$ cat config.mk
export PLATFORM = sky130hd
export DESIGN_NAME = trap_unit
export DESIGN_NICKNAME = d
export VERILOG_FILES = /design/src/rtl/trap_unit.sv
export SDC_FILE = /design/constraint.sdc
export NUM_CORES = 1
export LEC_CHECK = 0
export ABC_AREA = 1
export CORE_MARGIN = 1.5
export CORE_UTILIZATION = 40
export CTS_CLUSTER_DIAMETER = 50
export DETAILED_ROUTE_END_ITERATION = 12
export PLACE_DENSITY = 0.76
export SETUP_SLACK_MARGIN = 0.2
export SYNTH_ARGS = -nofsm -noshare
export SYNTH_HDL_FRONTEND = slang
export SYNTH_SLANG_ARGS = --single-unit
export TNS_END_PERCENT = 50
$ cat constraint.sdc
create_clock -name clk -period 2.3 [get_ports clk]
set_input_delay 0.23 -clock clk [delete_from_list [all_inputs] [get_ports clk]]
set_output_delay 0.23 -clock clk [all_outputs]
set_load 0.01 [all_outputs]
$ cat src/rtl/trap_unit.sv
// trap_unit: exception/trap controller for the multicycle RISC-V core.
// Collects sticky cause requests, takes the lowest-indexed enabled one,
// saves EPC/cause/trap value, redirects the PC to a direct or vectored
// handler and services the return request.
module trap_unit #(
    parameter int              XLEN       = 32'd64,
    parameter int              NCAUSE     = 32'd4,
    parameter int              CW         = 32'd4,
    parameter logic [XLEN-1:0] VEC_BASE   = 64'h0000_0000_0000_00FF,
    parameter int              VEC_STRIDE = 32'd4,
    parameter int              RET_OFS    = 32'd4,
    parameter int              CNT_W      = 32'd16
) (
    input  logic              clk,
    input  logic              reset,
    input  logic [NCAUSE-1:0] cause_req,
    input  logic [XLEN-1:0]   pc_in,
    input  logic [XLEN-1:0]   tval_in,
    input  logic              ret_req,
    input  logic              vec_mode,
    input  logic              cfg_we,
    input  logic [NCAUSE-1:0] cfg_mask,
    output logic              pc_load,
    output logic [XLEN-1:0]   trap_pc,
    output logic [XLEN-1:0]   epc_out,
    output logic [CW-1:0]     cause_out,
    output logic [XLEN-1:0]   tval_out,
    output logic              in_trap,
    output logic [NCAUSE-1:0] pending,
    output logic [CNT_W-1:0]  trap_count
);

    typedef enum logic [1:0] {
        ST_IDLE     = 2'd0,
        ST_CAPTURE  = 2'd1,
        ST_REDIRECT = 2'd2,
        ST_HANDLER  = 2'd3
    } state_t;

    state_t            state_r;
    state_t            state_next_s;
    logic [NCAUSE-1:0] pending_r;
    logic [NCAUSE-1:0] mask_r;
    logic [NCAUSE-1:0] eligible_s;
    logic [NCAUSE-1:0] clr_s;
    logic [CW-1:0]     sel_s;
    logic [XLEN-1:0]   epc_r;
    logic [XLEN-1:0]   tval_r;
    logic [CW-1:0]     cause_r;
    logic [CNT_W-1:0]  count_r;
    logic              in_trap_r;
    logic              pc_load_s;
    logic [XLEN-1:0]   trap_pc_s;

    // Lowest set index of a cause vector; zero when nothing is set.
    function automatic logic [CW-1:0] lowest_idx(input logic [NCAUSE-1:0] v);
        logic [CW-1:0] idx;
        idx = {CW{1'b0}};
        for (int i = NCAUSE - 1; i >= 0; i--) begin
            idx = v[i] ? CW'(i) : idx;
        end
        return idx;
    endfunction

    // Pick the cause to take and the pending bit it retires in CAPTURE.
    always_comb begin
        eligible_s = pending_r & mask_r;
        sel_s      = lowest_idx(eligible_s);
        clr_s      = {NCAUSE{1'b0}};
        for (int i = 0; i < NCAUSE; i++) begin
            clr_s[i] = (state_r == ST_CAPTURE) && (|eligible_s) && (sel_s == CW'(i));
        end
    end

    // Next-state logic plus the combinational PC redirect path.
    always_comb begin
        state_next_s = state_r;
        pc_load_s    = 1'b0;
        trap_pc_s    = {XLEN{1'b0}};
        case (state_r)
            ST_IDLE: begin
                if (|eligible_s) begin
                    state_next_s = ST_CAPTURE;
                end else begin
                    state_next_s = ST_IDLE;
                end
            end
            ST_CAPTURE: begin
                state_next_s = ST_REDIRECT;
            end
            ST_REDIRECT: begin
                pc_load_s    = 1'b1;
                state_next_s = ST_HANDLER;
                if (vec_mode) begin
                    trap_pc_s = VEC_BASE + (XLEN'(VEC_STRIDE) * XLEN'(cause_r));
                end else begin
                    trap_pc_s = VEC_BASE;
                end
            end
            ST_HANDLER: begin
                if (ret_req) begin
                    pc_load_s    = 1'b1;
                    trap_pc_s    = epc_r + XLEN'(RET_OFS);
                    state_next_s = ST_IDLE;
                end else begin
                    state_next_s = ST_HANDLER;
                end
            end
            default: begin
                state_next_s = ST_IDLE;
            end
        endcase
    end

    // FSM state register; in_trap follows the state it will be in next.
    always_ff @(posedge clk or negedge reset) begin
        if (!reset) begin
            state_r   <= ST_IDLE;
            in_trap_r <= 1'b0;
        end else begin
            state_r   <= state_next_s;
            in_trap_r <= (state_next_s == ST_HANDLER);
        end
    end

    // Sticky pending causes (new requests win over retirement) and the enable mask.
    always_ff @(posedge clk or negedge reset) begin
        if (!reset) begin
            pending_r <= {NCAUSE{1'b0}};
            mask_r    <= {NCAUSE{1'b1}};
        end else begin
            pending_r <= (pending_r & ~clr_s) | cause_req;
            if (cfg_we) begin
                mask_r <= cfg_mask;
            end
        end
    end

    // Trap context capture and saturating count of taken traps.
    always_ff @(posedge clk or negedge reset) begin
        if (!reset) begin
            epc_r   <= {XLEN{1'b0}};
            tval_r  <= {XLEN{1'b0}};
            cause_r <= {CW{1'b0}};
            count_r <= {CNT_W{1'b0}};
        end else if (state_r == ST_CAPTURE) begin
            epc_r   <= pc_in;
            tval_r  <= tval_in;
            cause_r <= sel_s;
            if (count_r != {CNT_W{1'b1}}) begin
                count_r <= count_r + CNT_W'(1'b1);
            end
        end
    end

    assign pc_load    = pc_load_s;
    assign trap_pc    = trap_pc_s;
    assign epc_out    = epc_r;
    assign cause_out  = cause_r;
    assign tval_out   = tval_r;
    assign in_trap    = in_trap_r;
    assign pending    = pending_r;
    assign trap_count = count_r;

endmodule

==> out/qor.yml, run 1 <==
power_and_ir_drop:
  p_per_area_nw_per_um2: 1201
  power_mw: 18.38
  max-vdd-ir-drop_mv: 0.7856
  p_leak_nw: 7.060
sta:
  finalSetupViolations: 38
  slew_violations: 0
  holdWs_ns: 0.2951
  fin_ws_ns: -0.2074
  hold_viol: 0
  fmax_mhz: 398.8
  tightest_slew_ns: 0.6141
  fin_skew_ns: 0.007535
  fin_crit_sh_pct: 109.0
  final.setup.tns_ns: -2.534
  slew_headroom_pct: 59.02
  post-route-min-period_ns: 2.507
  rsz0062_at_grt: "yes"
synth:
  ys_async_sr_fraction_pct: 100.0
  yosys_warnings: 0
  synth.area.top_cells: "dfrtp_1 (44%), nand2_1 (25%), nor2_1 (7.1%)"
  ys_types: 37
  synth.avg_cell_area_sq_um: 6.870
  ys_seq_elements: 157
  synth-edff-count: 0
  synth_area_sq_um: 8683
  synth_top_cell_area_share_pct: 44.09
  syn_inst: 1264
  synth.most_common_cell: "nand2_1"
  synth_top_area_cell: "dfrtp_1"
  seq_area_frac_synth_pct: 45.30
  synth-main-ff-cell: "dfrtp_1"
  ys_top_cells_by_count: "nand2_1 (568), nor2_1 (165), dfrtp_1 (153), o21ai_0 (85), inv_1 (81)"
place:
  place_congestion: 1.003
  place_ws_ns: -0.1409
  place_area_sq_um: 13440
  dp.final_hpwl_um: 27310
  io_buffers: 356
  placedCellCount: 1984
worst_setup_path:
  endpoint_kind: "output pin"
  cp_slowest_stage_delay_ns: 0.46
  cpMostUsedCell: "nand2_1"
  crit_slowest_cell: "dfrtp_1"
  crit_fanout: 4
  worstPathCellList: "buf_4 > nand2_2 > nor2_4 > nand2_1 > nor2_1 > nand2_1 > o21ai_1 > nand2_1 > nor2_2 > buf_2"
  startpoint_type: "flop"
  cp.arrival_ns: 2.28
  path_class: "flop to output pin"
  crit_required_ns: 2.07
  rr_startpoint: "trap_count[0]$_DFFE_PN0P_"
  startpoint: "epc_out[31]$_DFFE_PN0P_"
floorplan:
  dieArea_sq_um: 22600
  die_height_um: 150.3
  coreArea_sq_um: 21150
  start_util_pct: 41.05
  io_pins: 359
  dieWidth_um: 150.3
  num_rows: 53
cts:
  clk_pin_slew_ns: 0.07
  cts_root_buf: "clkbuf_16"
  cts-buffers-inserted: 17
  clock_latency_ns: 0.44
  clockBufferDepth: 2
  h-tree-depth: 4
  cts_tree: "yes"
  cts_sinks: 157
grt:
  busiest_layer: "met2"
  use_met1_pct: 36.91
  grt_pass1_vias: 10410
  grt_max_degree: 56
  track_usage_pct: 32.13
  gr-usage-met3_pct: 8.455
  grt_use_met2_pct: 55.23
  antenna_found_initial: 2
  grt_pass1_wl_um: 55180
  grt-ovfl-total: 0
outcome:
  violations: "setup timing"
  outcome: "complete, but fails checks"
run:
  drv_cap: 0
route:
  vias: 10820
  wl_per_cell_um: 18.45
  drt_iter0_drc: 769
  firstDrtPassIters: 6
  routed_via_density: 5.199
  ant_nets: 0
  drcViolationCount: 0
  wl_um: 38400
finish:
  final_nets: 1938
  fin_util_pct: 72.38
  fin_cells: 2082
  layout-drive-gt1-share_pct: 28.29
  areaGrowthSynthToFinish_pct: 76.34
  post-route-cell-area_sq_um: 15310
min_path:
  hold_class: "input pin to asynchronous set/reset pin"
==> repair_timing <==
item / CTS / global route
pin swaps: 63 / 69
endpoints found under the setup margin: 65 / 72
hold buffers: 1 / 0
endpoints found under the hold margin: 44 / 0
resized for setup: 417 / 131
buffers inserted: 41 / 24
==> layout make-up <==
type / instances / area, sq um
fill: 1587 / 5842
inverter: 85 / 329.1
multi-input combinational: 985 / 5139
timing repair buffer: 548 / 4955
clock buffer: 18 / 439.2
sequential: 157 / 3951
clock inverter: 13 / 152.6
tap: 275 / 344.1
antenna: 1 / 2.502
==> layer usage <==
metal / wire [um] / share of wire, %
met1: 14040 / 37
met5: 15 / 0.039
met3: 3698 / 9.6
met4: 2353 / 6.1
met2: 18300 / 48
==> state kept, by name, summed over array words and instances, names as in the netlist <==
| register | flops |
|---|---|
| cause_out | 2 |
| mask_r | 4 |
| epc_out | 64 |
| state_r | 2 |
| pending | 4 |
| tval_out | 64 |
| trap_count | 16 |
| in_trap | 1 |
==> power by group <==
group	switching, mW	leakage, nW	internal [mW]	total, mW
clock network	1.36	0.289	1.57	2.92
registers	1.18	1.91	4.02	5.21
logic	5.50	4.86	4.75	10.3
total	8.04	7.06	10.3	18.4
==> worst max-delay path, delay by kind of cell, from the launching register on <==
kind,cells,cell delay [ns]
compound gates,1,0.16
buf+inv,2,0.31
flops,1,0.46
simple gates,7,0.91
==> cell families after synthesis <==
kind of cell	Yosys count	synth area share, %
fa+ha+maj	3	0.4323
other cells	1	0.04319
mux	3	0.3890
xor+xnor	11	1.109
flops	157	45.30
compound gates	132	7.939
buf+inv	123	5.677
simple gates	834	39.11
==> path summary, 6_finish.rpt <==
check	endpoint	slack [ns]	depth (start not counted)
max	trap_pc[53]	-0.21	10
min	epc_out[33]$_DFFE_PN0P_	0.30	2
max reg2reg	trap_count[14]$_DFFE_PN0P_	0.26	8
min reg2reg	tval_out[38]$_DFFE_PN0P_	0.47	2
max in group asynchronous	epc_out[29]$_DFFE_PN0P_	1.06	3
min in group clk	tval_out[58]$_DFFE_PN0P_	0.32	3
==> cell usage in the layout, fill, tap and decap left out, types with 17 or more instances in the layout <==
cell type	instances
buf_2	48
buf_4	161
buf_6	31
clkbuf_16	17
clkdlybuf4s50_1	290
dfrtp_1	139
inv_1	78
nand2_1	507
nand2_2	54
nand3_1	24
nor2_1	92
nor2_2	39
nor2_4	52
o21ai_0	69
o21ai_1	18
(Power assumes the default switching activity.)
==> run 2, diff against run 1 <==
- RECOVER_POWER: not set -> 25
==> run 2 against run 1 <==
- hold slack gained 0.020 ns
- utilization shrank 0.11 points
- the run still ends with setup timing left
- first-iteration DRC count grew 3.8%
- die area is the same
- wire length grew 0.11%
==> out/qor.yml, run 2 (synthesis results as in run 1) <==
route:
  drt_iter0_drc: 798
  ant_nets: 0
  vias: 10810
  wl_um: 38450
  firstDrtPassIters: 6
  routed_via_density: 5.191
  wl_per_cell_um: 18.47
  drcViolationCount: 0
place:
  place_congestion: 1.003
  dp.final_hpwl_um: 27310
  placedCellCount: 1984
  place_area_sq_um: 13440
  place_ws_ns: -0.1409
  io_buffers: 356
finish:
  layout_commonest_cell: "nand2_1"
  final_nets: 1938
  fillerInstances: 1595
  fin_cells: 2082
  areaGrowthSynthToFinish_pct: 76.07
  multiInputGateArea_sq_um: 5136
  seq_area_sq_um: 3951
  mostFrequentLayoutCells: "nand2_1 (508), clkdlybuf4s50_1 (289), buf_4 (159)"
  post-route-cell-area_sq_um: 15290
  layout-drive-gt1-share_pct: 28.18
floorplan:
  die_height_um: 150.3
  coreArea_sq_um: 21150
  start_util_pct: 41.05
  io_pins: 359
  dieWidth_um: 150.3
  num_rows: 53
  dieArea_sq_um: 22600
worst_setup_path:
  rr_startpoint: "trap_count[0]$_DFFE_PN0P_"
  cpMostUsedCell: "nand2_1"
  cp.arrival_ns: 2.27
  crit_fanout: 4
  endpoint_kind: "output pin"
  startpoint_type: "flop"
  crit_slowest_cell: "dfrtp_1"
  startpoint: "epc_out[31]$_DFFE_PN0P_"
  worstPathCellList: "buf_4 > nand2_2 > nor2_4 > nand2_1 > nor2_1 > nand2_1 > o21ai_1 > nand2_1 > nor2_2 > buf_2"
  crit_required_ns: 2.07
  path_class: "flop to output pin"
  cp_slowest_stage_delay_ns: 0.45
cts:
  cts_sinks: 157
  cts_root_buf: "clkbuf_16"
  cts-buffers-inserted: 17
  clockBufferDepth: 2
  clk_pin_slew_ns: 0.07
  cts_tree: "yes"
  clock_latency_ns: 0.44
  h-tree-depth: 4
grt:
  grt_pass1_vias: 10410
  grt-ovfl-total: 0
  grt_pass1_wl_um: 55180
  track_usage_pct: 32.13
  grt_max_degree: 56
  antenna_found_initial: 2
sta:
  post-route-min-period_ns: 2.498
  hold_viol: 0
  tightest_slew_ns: 1.481
  slew_headroom_pct: 1.255
  slew_violations: 0
  rsz0062_at_grt: "yes"
  finalSetupViolations: 37
  fin_ws_ns: -0.1983
  fmax_mhz: 400.3
  fin_crit_sh_pct: 108.6
  fin_skew_ns: 0.009836
outcome:
  outcome: "complete, but fails checks"
  violations: "setup timing"
min_path:
  hold_class: "input pin to flop"
  min-delay-start: "tval_in[58]"
run:
  drv_cap: 0
power_and_ir_drop:
  p_per_area_nw_per_um2: 1202
  p_leak_nw: 7.050
  max-vdd-ir-drop_mv: 0.7863
[run 2: cell types whose count changed in the layout (fill, tap and decap cells not counted)]
| cell | change |
|---|---|
| buf_4 | -2 |
| clkbuf_2 | +2 |
| buf_12 | -1 |
| clkbuf_1 | +1 |
| clkdlybuf4s50_1 | -1 |
| dlygate4sd3_1 | +1 |
| nand2_1 | +1 |
| nand2_2 | -1 |
[run 2: critical path, delay by kind of cell, from the launching register on]
| kind | cells | cell delay (ns) |
|---|---|---|
| simple gates | 7 | 0.90 |
| flops | 1 | 0.45 |
| buf+inv | 2 | 0.32 |
| compound gates | 1 | 0.16 |
[run 2: layout make-up]
| class | instances | share of cell area, % |
|---|---|---|
| inverter | 85 | 2.152 |
| antenna | 1 | 0.01637 |
| multi-input combinational | 985 | 33.60 |
| tap | 275 | 2.251 |
| timing repair buffer | 548 | 32.27 |
| clock buffer | 18 | 2.873 |
| sequential | 157 | 25.85 |
| clock inverter | 13 | 0.9984 |
[run 2: worst paths after layout]
path	endpoint	slack (ns)	cells past startpoint
hold / removal	tval_out[58]$_DFFE_PN0P_	0.31	3
max in group asynchronous	epc_out[21]$_DFFE_PN0P_	0.30	3
setup / recovery	trap_pc[53]	-0.20	10
setup reg to reg	trap_count[14]$_DFFE_PN0P_	0.26	8
min in group asynchronous	epc_out[33]$_DFFE_PN0P_	0.65	2
hold reg to reg	tval_out[38]$_DFFE_PN0P_	0.47	2
[run 2: metal layers]
metal	wire length [um]	global-route usage [%]
met1	13970	36.91
met2	18230	55.23
met3	3855	8.455
met4	2380	15.93
met5	15	0
[run 2: per-stage QoR]
stage                     hold WS [ns]  power [mW]  setup TNS, ns  util, %
final                           0.3146       18.38         -2.719    72.27
after global routing            0.3131       19.42         -5.686    72.26
after CTS                       0.3131       17.77        -0.6677    69.86
after detailed placement        0.2352       14.33        -0.6259    63.54
after global placement          0.2319       14.19        -0.9850    63.54
after floorplan               -0.06559       8.746              0        -
[run 2: what timing repair did]
action | 4_1_cts | 5_1_grt
pin swaps | 63 | 69
setup buffers | 41 | 24
hold endpoints to repair | 44 | 0
endpoints found under the setup margin | 65 | 72
gates resized for setup | 417 | 131
hold buffers | 1 | 0
[run 2: power breakdown]
| group | leakage [nW] | internal [mW] | switching, mW |
|---|---|---|---|
| clock network | 0.289 | 1.57 | 1.36 |
| logic | 4.85 | 4.75 | 5.50 |
| registers | 1.91 | 4.02 | 1.18 |
==> run 3, diff against run 2 <==
- HOLD_SLACK_MARGIN: not set -> 0.06
- SKIP_CTS_REPAIR_TIMING: not set -> 1
==> run 3 against run 2 <==
- the flow still finishes with violations (setup timing)
- flip-flop and latch count unchanged
- utilization decreased by 3.6 points
- power decreased by 3.9%
- register-to-register slack about the same
- highest routed layer unchanged
- wire length decreased by 7.9%
- clock skew increased by 0.0011 ns
- die area unchanged
==> out/qor.yml, run 3 (synthesis results as in run 1) <==
outcome:
  outcome: "complete, but fails checks"
  violations: "setup timing"
cts:
  clock_latency_ns: 0.44
  clk_pin_slew_ns: 0.07
  h-tree-depth: 4
  cts_sinks: 157
  clockBufferDepth: 2
  cts_root_buf: "clkbuf_16"
  cts_tree: "yes"
  cts-buffers-inserted: 17
sta:
  fin_ws_ns: -0.1418
  finalSetupViolations: 29
  fin_crit_sh_pct: 106.2
  hold_viol: 0
  holdWs_ns: 0.3195
  post-route-min-period_ns: 2.442
  final.setup.tns_ns: -1.648
  fmax_mhz: 409.5
  slew_headroom_pct: 3.281
  rsz0062_at_grt: "yes"
  slew_violations: 0
  fin_skew_ns: 0.01097
  tightest_slew_ns: 1.451
worst_setup_path:
  worstPathCellList: "buf_6 > nand2_2 > nor2_2 > nand2_2 > nor2_4 > buf_4 > nand2_1 > o21ai_0 > nand2_1 > nor2_1 > dlymetal6s2s_1"
  path_class: "flop to output pin"
  path_delay_family: "simple AND/OR/NAND/NOR gates"
  endpoint_kind: "output pin"
  cp.arrival_ns: 2.21
  crit_fanout: 3
  critPathBufInv: 3
  startpoint_type: "flop"
  crit_slowest_cell: "dfrtp_1"
  cp_slowest_stage_delay_ns: 0.42
  crit_required_ns: 2.07
route:
  vias: 10170
  ant_nets: 0
  drt_iter0_drc: 509
  wl_per_cell_um: 17.32
  wl_um: 35390
  drcViolationCount: 0
  routed_via_density: 4.980
  firstDrtPassIters: 5
grt:
  grt_pass1_vias: 9837
  track_usage_pct: 30.59
  grt_max_degree: 56
  grt-ovfl-total: 0
  grt_pass1_wl_um: 52380
  antenna_found_initial: 2
finish:
  mostFrequentLayoutCells: "nand2_1 (536), clkdlybuf4s50_1 (293), dfrtp_1 (144)"
  fillerInstances: 1761
  post-route-cell-area_sq_um: 14540
  final_nets: 1899
  layout-drive-gt1-share_pct: 22.58
  layout_commonest_cell: "nand2_1"
  areaGrowthSynthToFinish_pct: 67.41
place:
  dp.final_hpwl_um: 27310
  place_congestion: 1.003
  place_area_sq_um: 13440
  io_buffers: 356
floorplan:
  start_util_pct: 41.05
  dieArea_sq_um: 22600
  dieWidth_um: 150.3
  coreArea_sq_um: 21150
  num_rows: 53
  die_height_um: 150.3
  io_pins: 359
min_path:
  hold_class: "input pin to flop"
power_and_ir_drop:
  p_per_area_nw_per_um2: 1215
  p_leak_nw: 6.736
  max-vdd-ir-drop_mv: 0.7523
run:
  drv_cap: 0
==> run 3: cell types whose count changed in the layout (fill, tap and decap cells not counted), moves of 8 or more <==
cell and change:
buf_2 -25, buf_4 -22, buf_6 -24, clkbuf_2 +26, dlymetal6s2s_1 +11, nand2_1 +28
nand2_2 -15, nand2_4 -13, nor2_1 +14, nor2_2 +9, nor2_4 -23, o21ai_0 +8
==> run 3: layout make-up <==
cell class / instances / area, sq um / share of cell area [%]
diodes: 1 / 2.502 / 0.01721
clock buffers: 18 / 439.2 / 3.021
clock inverters: 13 / 152.6 / 1.050
inverters: 85 / 321.6 / 2.212
multi-input cells: 985 / 4755 / 32.71
flip-flops and latches: 157 / 3945 / 27.14
well taps: 275 / 344.1 / 2.367
repair buffers: 509 / 4577 / 31.49
==> run 3: path summary, 6_finish.rpt <==
| check | startpoint | end | slack (ns) | depth (start not counted) |
|---|---|---|---|---|
| hold reg to reg | tval_out[38]$_DFFE_PN0P_ | tval_out[38]$_DFFE_PN0P_ | 0.47 | 2 |
| setup reg to reg | trap_count[0]$_DFFE_PN0P_ | trap_count[14]$_DFFE_PN0P_ | 0.27 | 8 |
| hold / removal | tval_in[58] | tval_out[58]$_DFFE_PN0P_ | 0.32 | 3 |
| max in group asynchronous | reset | epc_out[21]$_DFFE_PN0P_ | 0.31 | 3 |
| setup / recovery | epc_out[11]$_DFFE_PN0P_ | trap_pc[61] | -0.14 | 11 |
| min in group asynchronous | reset | epc_out[33]$_DFFE_PN0P_ | 0.66 | 2 |
==> run 3: per-stage QoR <==
| step | power, mW | worst slack, ns | cells | utilization (%) |
|---|---|---|---|---|
| after floorplan | 8.746 | 0.4272 | 1265 | - |
| after global placement | 14.19 | -0.1298 | 1984 | 63.54 |
| after detailed placement | 14.33 | -0.1409 | 1984 | 63.54 |
| after CTS | 17.28 | -0.6117 | 2015 | 66.33 |
| after global routing | 18.79 | -0.2388 | 2042 | 68.71 |
| final | 17.66 | -0.1418 | 2043 | 68.72 |
==> run 3: per-layer routing <==
| layer | track usage, % | share of wire, % | wire [um] |
|---|---|---|---|
| met1 | 36.26 | 39 | 13630 |
| met2 | 52.55 | 48 | 17140 |
| met3 | 8.091 | 8.8 | 3125 |
| met4 | 12.30 | 4.2 | 1484 |
| met5 | 0 | 0.037 | 13 |
==> run 3: tightest hold or removal path: cells and delay by family <==
kind	cells	cell delay, ns
buffers and inverters	1	0.39
AND/OR/NAND/NOR	2	0.10
==> run 3: where the power goes <==
part | internal, mW | leakage, nW | switching [mW]
clock | 1.57 | 0.289 | 1.33
sequential | 4.02 | 1.92 | 1.11
combinational | 4.52 | 4.53 | 5.12
==> RTL edit, RTL diff (config.mk and constraints of run 3) <==
`XLEN`: 32'd64 -> 32'd72.
--- a/src/rtl/trap_unit.sv
+++ b/src/rtl/trap_unit.sv
@@ -5,3 +5,3 @@
 module trap_unit #(
-    parameter int              XLEN       = 32'd64,
+    parameter int              XLEN       = 32'd72,
     parameter int              NCAUSE     = 32'd4,
Interface: changed (5 resized); port bits go from 359 to 399. The function was not compared with the original's and may differ.
==> RTL edit against run 3 <==
  * The flow finishes with violations (max-capacitance violations, max-slew violations, negative setup slack)
  * Cell count rose by 16%
  * Combinational power rose by 13%
  * Sequential share of layout area fell by 1.1 points
  * Largest power group unchanged
  * Setup slack lost 0.22 ns
  * Design area is 15% higher
  * Routed wire length grew 17%
  * Die area up 12%
  * Area after synthesis grew 12%
  * Register-to-register slack improved by 0.21 ns
  * Sequential cell count is 16 higher
  * Largest cell class is now non-clock buffers
  * Power up 11%
==> RTL edit: results (changes against run 3) <==
- Status: finished, violations left (unchanged)
- Failing checks: max-capacitance violations, max-slew violations, negative setup slack (was negative setup slack)
- Synth area leaders: dfrtp_1 (43%), nand2_1 (23%), nor2_1 (7.0%), inv_1 (4.5%), o21ai_0 (4.3%) (was dfrtp_1 (44%), nand2_1 (25%), nor2_1 (7.1%), o21ai_0 (4.9%), inv_1 (3.5%))
- Post-synthesis compound-gate area fraction: 7.80% (was 7.94%)
- Total CTS buffers: 17 (unchanged)
- Total track usage: 31.8% (was 30.6%)
- Largest net degree at the start of global routing: 71 (was 56)
- H-tree depth: 4 (unchanged)
- Critical Path AT: 2.43 ns (was 2.21 ns)
- Final setup margin: -0.359 ns (was -0.142 ns)
- Max FO, Critical Path: 5 (was 3)
- Nets: 2189 (was 1899)
- Hold Startpoint: cause_req[0] (was tval_in[58])
- Clock transition at path regs: 0.07 ns (about the same)
- Reg2reg end: epc_out[26] (was trap_count[14])
- Netlist cell types: 41 (was 37)
- Post-synthesis adder-cell area fraction: 0.384% (was 0.432%)
- Clock root buffer: clkbuf_16 (unchanged)
- Hold Path Class: input port to register (unchanged)
- Post-synthesis mux area share: 0.346% (was 0.389%)
- Fillers: 2010 (was 1761)
- Routed wire length: 41500 microns (was 35400 microns)
- Drt wl/cell: 17.5 microns (was 17.3 microns)
- Worst Skew: 0.0128 ns (was 0.0110 ns)
- Final HPWL DP: 31800 microns (was 27300 microns)
- Slowest cell on the critical path: dfrtp_1 (unchanged)
- Hold EP: pending[0] (was tval_out[58])
- Final setup vio count: 54 (was 29)
- Xor/xnor share of the synthesized area: 0.717% (was 1.11%)
- Path depth of the worst reg2reg path: 4 (was 8)
- Share of cells above drive strength 1: 23.5% (was 22.6%)
- FF-to-FF Start: state_r[0] (was trap_count[0])
- Vias in the first global route: 11.7k (was 9837)
- TNS Setup: -8.30 ns (was -1.65 ns)
- Ys async rst share: 100% (unchanged)
- First-pass GRT wire length: 63000 microns (was 52400 microns)
- Initial DRC Count: 904 (was 509)
- Post-synth top cells: nand2_1 (607), nor2_1 (181), dfrtp_1 (169) (was nand2_1 (568), nor2_1 (165), dfrtp_1 (153))
- Sequential-to-total area share from yosys stat: 44.4% (was 45.3%)
- Router iterations before antenna repair: 5 (unchanged)
- Reg2reg setup slack: 0.48 ns (was 0.27 ns)
- CP peak stage delay: 0.42 ns (about the same)
- Syn_area_per_cell: 6.88 sq um (was 6.87 sq um)
- Crit-path leading delay family: simple AND/OR/NAND/NOR gates (unchanged)
- Max cap viols: 1 (was 0)
- RD Place Congestion: 0.962 (was 1.00)
- Peak supply drop: 0.000775 V (was 0.000752 V)
- PortBufs: 396 (was 356)
- Clk buf depth: 2 (unchanged)
- Hold depth: 3 (unchanged)
- Slew margin rel.: -10.3% (was 3.28%)
- Yosys warns: 0 (unchanged)
- Initial antenna violation count: 3 (was 2)
- Final slew viol count: 62 (was 0)
- Placed Instances: 2293 (was 1984)
- Leak: 8.00 nW (was 6.74 nW)
- Routed vias/inst: 5.03 (was 4.98)
- Worst-Skew Late Latency: 0.44 ns (about the same)
==> RTL edit: changes by cell type in the layout (fill, tap and decap cells not counted), moves of 13 or more <==
cell	run 3	this run
clkdlybuf4s50_1	293	324
buf_4	137	213
nand2_1	536	585
nor2_1	106	134
nand2_2	38	25
inv_1	81	112
buf_2	23	36
dfrtp_1	144	162
==> RTL edit: layout make-up <==
class,count,share of cell area (%)
repair buffers,632,33.5
flip-flops and latches,173,26.1
diodes,2,0.0301
well taps,324,2.43
clock buffers,17,2.55
clock inverters,14,1.04
inverters,119,2.70
multi-input cells,1086,31.6
==> RTL edit: kinds of logic (layout without fill, tap and decap cells) <==
family / after synthesis / after routing
simple gates: 924 / 924
flops: 173 / 173
buf+inv: 161 / 782
compound gates: 146 / 146
xor+xnor: 8 / 8
fa+ha+maj: 3 / 3
mux: 3 / 3
other cells: 1 / 4
==> RTL edit: where the power goes <==
| group | internal [W] | leakage (nW) | switching [W] |
|---|---|---|---|
| clock | 0.00156 | 0.293 | 0.00146 |
| sequential | 0.00444 | 2.12 | 0.00124 |
| combinational | 0.00513 | 5.60 | 0.00581 |
==> RTL edit: stage by stage <==
| step | hold slack, ns | cell area (sq um) | util [%] | setup slack, ns |
|---|---|---|---|---|
| after global routing | 0.317 | 16600 | 69.1 | -0.455 |
| after CTS | -0.211 | 16100 | 66.7 | -0.607 |
| after global placement | 0.252 | 15500 | 64.2 | -0.0966 |
| after floorplan | -0.0656 | 9770 | - | 0.451 |
| final | 0.311 | 16700 | 69.1 | -0.359 |
| after detailed placement | 0.256 | 15500 | 64.2 | -0.130 |
==> RTL edit: layer usage <==
metal | track usage (%) | part of all wire [%] | vias to the layer above | routed length, microns
li1 | - | - | 5648 | -
met1 | 37.3 | 39 | 5569 | 16000
met3 | 8.15 | 8.3 | 124 | 3450
met4 | 14.3 | 4.4 | 0 | 1830
met5 | 0 | 0 | - | 0
met2 | 54.8 | 49 | 564 | 20200
==> RTL edit: worst max-delay path by stage <==
stage | start | to | slack, ns | depth (start not counted)
after floorplan | epc_out[3] | trap_pc[70] | 0.45 | 9
after global placement | epc_out[21] | trap_pc[39] | -0.1 | 9
after detailed placement | epc_out[7] | trap_pc[39] | -0.13 | 10
after CTS | epc_out[7] | trap_pc[39] | -0.61 | 10
after global routing | epc_out[3] | trap_pc[68] | -0.46 | 12
final | epc_out[3] | trap_pc[68] | -0.36 | 12
==> RTL edit: tightest hold or removal path, delay by kind of cell <==
kind	cells	cell delay, ns
buffers and inverters	2	0.44
AND/OR/NAND/NOR	1	0.04
